**src/rtl/score_display_ctrl.sv**
```systemverilog
// Iterative double-dabble score-to-BCD converter with saturation and blanking for 7-seg decoders.
// Optional leading-zero blanking is enabled by defining SCORE_DISPLAY_LZB_EN.
module score_display_ctrl #(
    parameter int unsigned DIGITS = 2,
    parameter int unsigned BIN_W  = 7
) (
    input  logic                  clk,
    input  logic                  rst,
    input  logic                  load,
    input  logic [BIN_W-1:0]      value,
    input  logic                  blank,
    output logic                  busy,
    output logic                  done,
    output logic                  ovf,
    output logic [4*DIGITS-1:0]   bcd
);

    function automatic int unsigned max_score(input int unsigned d);
        int unsigned r;
        r = 1;
        for (int unsigned i = 0; i < d; i++) r = r * 10;
        return r - 1;
    endfunction

    localparam int unsigned OutW   = 4 * DIGITS;
    localparam int unsigned AccW   = OutW + 4;
    localparam int unsigned CntW   = $clog2(BIN_W + 1);
    localparam int unsigned MaxVal = max_score(DIGITS);

    typedef enum logic [1:0] {StIdle, StConv, StLatch} state_e;

    state_e            state_q;
    logic [BIN_W-1:0]  sr_q;
    logic [AccW-1:0]   acc_q;
    logic [CntW-1:0]   cnt_q;
    logic              pend_ovf_q;
    logic [OutW-1:0]   res_q;
    logic              res_vld_q;
    logic              latched_q;
    logic              busy_q;
    logic              done_q;
    logic              ovf_q;
    logic [OutW-1:0]   bcd_q;

    logic [AccW-1:0]   acc_adj;
    logic [AccW-1:0]   acc_shift;
    logic [OutW-1:0]   disp_d;

    always_comb begin
        acc_adj = acc_q;
        for (int i = 0; i <= int'(DIGITS); i++) begin
            if (acc_q[4*i +: 4] >= 4'd5) acc_adj[4*i +: 4] = acc_q[4*i +: 4] + 4'd3;
        end
        // Top bit of the adjusted accumulator falls off; saturation covers that range.
        acc_shift = AccW'({acc_adj, sr_q[BIN_W-1]});
    end

`ifdef SCORE_DISPLAY_LZB_EN
    logic lead;
`endif

    always_comb begin
        disp_d = {DIGITS{4'hF}};
`ifdef SCORE_DISPLAY_LZB_EN
        lead = 1'b1;
`endif
        if (!blank && res_vld_q) begin
            disp_d = res_q;
`ifdef SCORE_DISPLAY_LZB_EN
            for (int i = int'(DIGITS) - 1; i >= 1; i--) begin
                if (lead && res_q[4*i +: 4] == 4'h0) disp_d[4*i +: 4] = 4'hF;
                else lead = 1'b0;
            end
`endif
        end
    end

    always_ff @(posedge clk) begin
        if (rst) begin
            state_q    <= StIdle;
            sr_q       <= '0;
            acc_q      <= '0;
            cnt_q      <= '0;
            pend_ovf_q <= 1'b0;
            res_q      <= '0;
            res_vld_q  <= 1'b0;
            latched_q  <= 1'b0;
            busy_q     <= 1'b0;
            done_q     <= 1'b0;
            ovf_q      <= 1'b0;
            bcd_q      <= {DIGITS{4'hF}};
        end else begin
            bcd_q     <= disp_d;
            done_q    <= latched_q;
            latched_q <= 1'b0;
            unique case (state_q)
                StIdle: begin
                    if (load) begin
                        sr_q       <= value;
                        acc_q      <= '0;
                        cnt_q      <= '0;
                        pend_ovf_q <= 32'(value) > MaxVal;
                        busy_q     <= 1'b1;
                        state_q    <= StConv;
                    end
                end
                StConv: begin
                    acc_q <= acc_shift;
                    sr_q  <= sr_q << 1;
                    cnt_q <= cnt_q + CntW'(1);
                    if (cnt_q == CntW'(BIN_W - 1)) state_q <= StLatch;
                end
                StLatch: begin
                    res_q     <= pend_ovf_q ? {DIGITS{4'h9}} : acc_q[OutW-1:0];
                    ovf_q     <= pend_ovf_q;
                    res_vld_q <= 1'b1;
                    latched_q <= 1'b1;
                    busy_q    <= 1'b0;
                    state_q   <= StIdle;
                end
                default: state_q <= StIdle;
            endcase
        end
    end

    assign busy = busy_q;
    assign done = done_q;
    assign ovf  = ovf_q;
    assign bcd  = bcd_q;

endmodule

```
**config.mk**
```make
export PLATFORM = sky130hd
export DESIGN_NAME = score_display_ctrl
export DESIGN_NICKNAME = d
export VERILOG_FILES = /design/src/rtl/score_display_ctrl.sv
export SDC_FILE = /design/constraint.sdc
export NUM_CORES = 1
export LEC_CHECK = 0
export CORE_MARGIN = 8
export CORE_UTILIZATION = 31
export CTS_BUF_LIST = sky130_fd_sc_hd__clkbuf_2
export CTS_CLUSTER_SIZE = 30
export DETAILED_ROUTE_END_ITERATION = 6
export PLACE_DENSITY_LB_ADDON = 0.15
export SYNTH_ARGS = -nofsm -noshare
export SYNTH_HDL_FRONTEND = slang
export SYNTH_SLANG_ARGS = --single-unit
```
**constraint.sdc**
```tcl
create_clock -name clk -period 1.9 [get_ports clk]
set_input_delay 0.57 -clock clk [delete_from_list [all_inputs] [get_ports clk]]
set_output_delay 0.57 -clock clk [all_outputs]
set_load 0.01 [all_outputs]
```
==> impl_results.md <==
- Outcome: complete, no violations
- Synth cell types: 34
- Setup TNS Final: 0 ps
- Post-synth top area cell: dfxtp_1
- Final worst-path cycle share: 85.4%
- FILL cells: 544
- Worst R2R End: acc_q[2]$_SDFFE_PP0P_
- Placer's final routability congestion estimate: between 0.7 and 0.8
- Synth Net Count: 203
- Core Region: 0.00514 mm2
- Max Clock Skew: 20.8 ps
- Fin crit period: approximately 1600 ps
- Vias/cell: ~4.8
- Gr ovfl total: 0
- Final setup viols: 0
- Pre-CTS setup slack: 17.1 ps
- Mapped cell area: ~0.0017 mm2
- Hold Path Cell Cnt: 1
- Drt drc: 0
- Startpoint Class: flip-flop
- Syn-to-layout area delta: 23.6%
- Final nets: 230
- IO Count: 22
- GR Util All Layers: between 10% and 20%
- ANT cells: 0
- Pleak: ~0.8 nW
- Flop2flop setup slack: 330 ps
- Vias in the first global route: 1,344
- Pins over their slew limit: 0
- Synthesized instance count: 186
- First-pass GRT wire length: 6130 um
- Post CTS Setup Buffer Count: 0
- Clock sink count: 42
- Worst slew pin tran: just over 400 ps
- Slew Limit Headroom: 72.5%
- DP Area: 0.00198 mm2
- Critical Path RT: roughly 1300 ps
- IO buf count: 21
- Chip height: roughly 90 um
- DPL Wire Length: 2680 um
- Worst min path class: reg -> reg
- CP endpoint kind: output port
- Crit path from: busy$_SDFFE_PP0P_
- Drt first pass iters: 4
- Post-Syn Area per Cell: 8.97 um2
- Initial antenna violation count: 0
- Layout cells sized above 1: 10.3%
- CP max stage delay: 380 ps
- Largest net degree at the start of global routing: 24
- Initial Util: 32.5%
- CTS tree: yes
- Slowest-stage cell, CP: dfxtp_1
- CP cell instances: dlygate4sd2_1
- Die W: 89.4 um
- Synth Register Bits: 42
- Arrival @ worst endpoint: 1050 ps
- Min setup slack post-route: about 280 ps
- # rows: 26
- Max Cap Viol: 0
- Min-Delay Endpoint: bcd[3]$_SDFF_PP1_
- Clock buffer depth: 2
- DIE AREA: around 0.008 mm2
- Post-synth EDFFs: 0
- Hold Startpoint: res_q[3]$_SDFFE_PP0P_
- Top delay family on crit path: flip-flops
- ANT nets after route: 0
- Final hold vios: 0
- Buf+Inv Stages, Crit Path: 1
- Num CTS Buffers: 5
- WHS: 449 ps
- Critical R2R Launch: acc_q[1]$_SDFFE_PP0P_
- Post-synth top area share: 50.4%
- Vias: about 1,400
- H-tree depth: 2
- FF-to-FF path depth: 6
- CP Max Fanout: 2
- WL/cell: 12.9 um
- Design area: 0.00206 mm2
- FFs w/ async S/R, synth: 0%
- Crit Path Class: reg -> out
- Yosys warns: 0
- Area of the multi-input gates: between 700 and 800 um2
- Seq/Total Area, Yosys: 50.4%
- Clock-pin slew on the worst setup and hold paths: approximately 200 ps
- PwrDens: 736 mW/mm2
- WL final: 3640 um
- FMAX: a little over 600 MHz
- Maximum VDD drop: 0.303 mV
- Top_reg_cell synth: dfxtp_1
- RSZ-0062 raised after global routing: false
- Seq. cell area: roughly 840 um2
- DRT iter0 DRCs: 69
- CTS root buf: clkbuf_2
- Worst skew pair latency: just under 400 ps
- Largest cells by area after synthesis: dfxtp_1 (50%), nor2_1 (5.6%), ha_1 (4.5%), nand2_1 (4.5%), a21oi_1 (3.9%)
-- layout by cell type, fill, tap and decap left out, drive strengths merged, types with 2 or more instances in the layout --
cell type / instances
a21oi: 13
inv: 7
a311oi: 7
nand2: 20
dlygate4sd2: 2
nand3b: 3
mux2i: 2
a22o: 5
nor2: 27
nand2b: 9
o21ai: 4
a22oi: 2
nand3: 2
clkdlybuf4s50: 10
xnor2: 2
or2b: 2
ha: 6
dfxtp: 42
nor2b: 2
or3: 2
nor3: 11
dlymetal6s2s: 9
clkbuf: 5
buf: 9
-- final cells by class --
class                      instances  share of cell area (%)
tap                               70                    4.24
sequential                        42                    40.9
timing repair buffer              30                    14.4
multi-input combinational        127                    36.3
inverter                           7                    1.27
clock inverter                     2                    1.64
clock buffer                       5                    1.21
-- registers in the layout, indices dropped and copies added, names as in the netlist --
signal,cells
acc_q,8
bcd,8
busy,1
cnt_q,3
done,1
latched_q,1
ovf,1
pend_ovf_q,1
res_q,8
res_vld_q,1
sr_q,7
state_q,2
-- Yosys cell counts, drive strengths merged (3+ instances only) --
cell type  number
o21ai           4
nand3b          3
a21oi          13
buf             9
a311oi          7
dfxtp          42
nor3           11
ha              6
nor2           27
inv             7
a22o            5
nand2b          9
nand2          20
-- routing by layer --
metal | vias to the layer above | GRT usage (%) | wire (um) | share of wire (%)
met5 | - | 0 | 0 | 0
met1 | 639 | 11.9 | 1740 | 48
met2 | 23 | 16.3 | 1680 | 46
met3 | 8 | 2.76 | 156 | 4.3
met4 | 0 | 4.98 | 68 | 1.9
li1 | 687 | - | - | -
-- worst max path at each step --
stage               depth (start not counted)                 endpoint
finish                                      1                     busy
global route                                1                     busy
CTS                                         1                     done
detailed placement                          5    cnt_q[2]$_SDFFE_PP0P_
global placement                            5  pend_ovf_q$_SDFFE_PP0P_
floorplan                                   2        bcd[0]$_SDFF_PP1_
-- timing repair --
action / CTS / global route
endpoints found under the hold margin: 0 / 0
gates resized for setup: 3 / 11
setup endpoints to repair: 2 / 9
hold buffers: 0 / 0
-- stage by stage --
step | std cells | utilization [%] | power [mW]
2_1_floorplan | 186 | - | 1.00
3_3_place_gp | 276 | 38.5 | 1.05
3_5_place_dp | 276 | 38.5 | 1.06
4_1_cts | 283 | 39.7 | 1.55
5_1_grt | 283 | 40.1 | 1.60
6_report | 283 | 40.1 | 1.52
-- where the power goes --
part	internal (mW)	switching (mW)
registers	0.902	0.0155
clock network	0.212	0.268
logic	0.0553	0.0661
-- cell families after synthesis --
logic type,share of synthesized area [%]
flip-flops,50.4
AND/OR/NAND/NOR,23.9
XOR/XNOR,1.57
multiplexers,1.20
AO/OA/AOI/OAI,13.6
buffers and inverters,4.80
adder cells (fa/ha/maj),4.50
(Power assumes the default switching activity.)
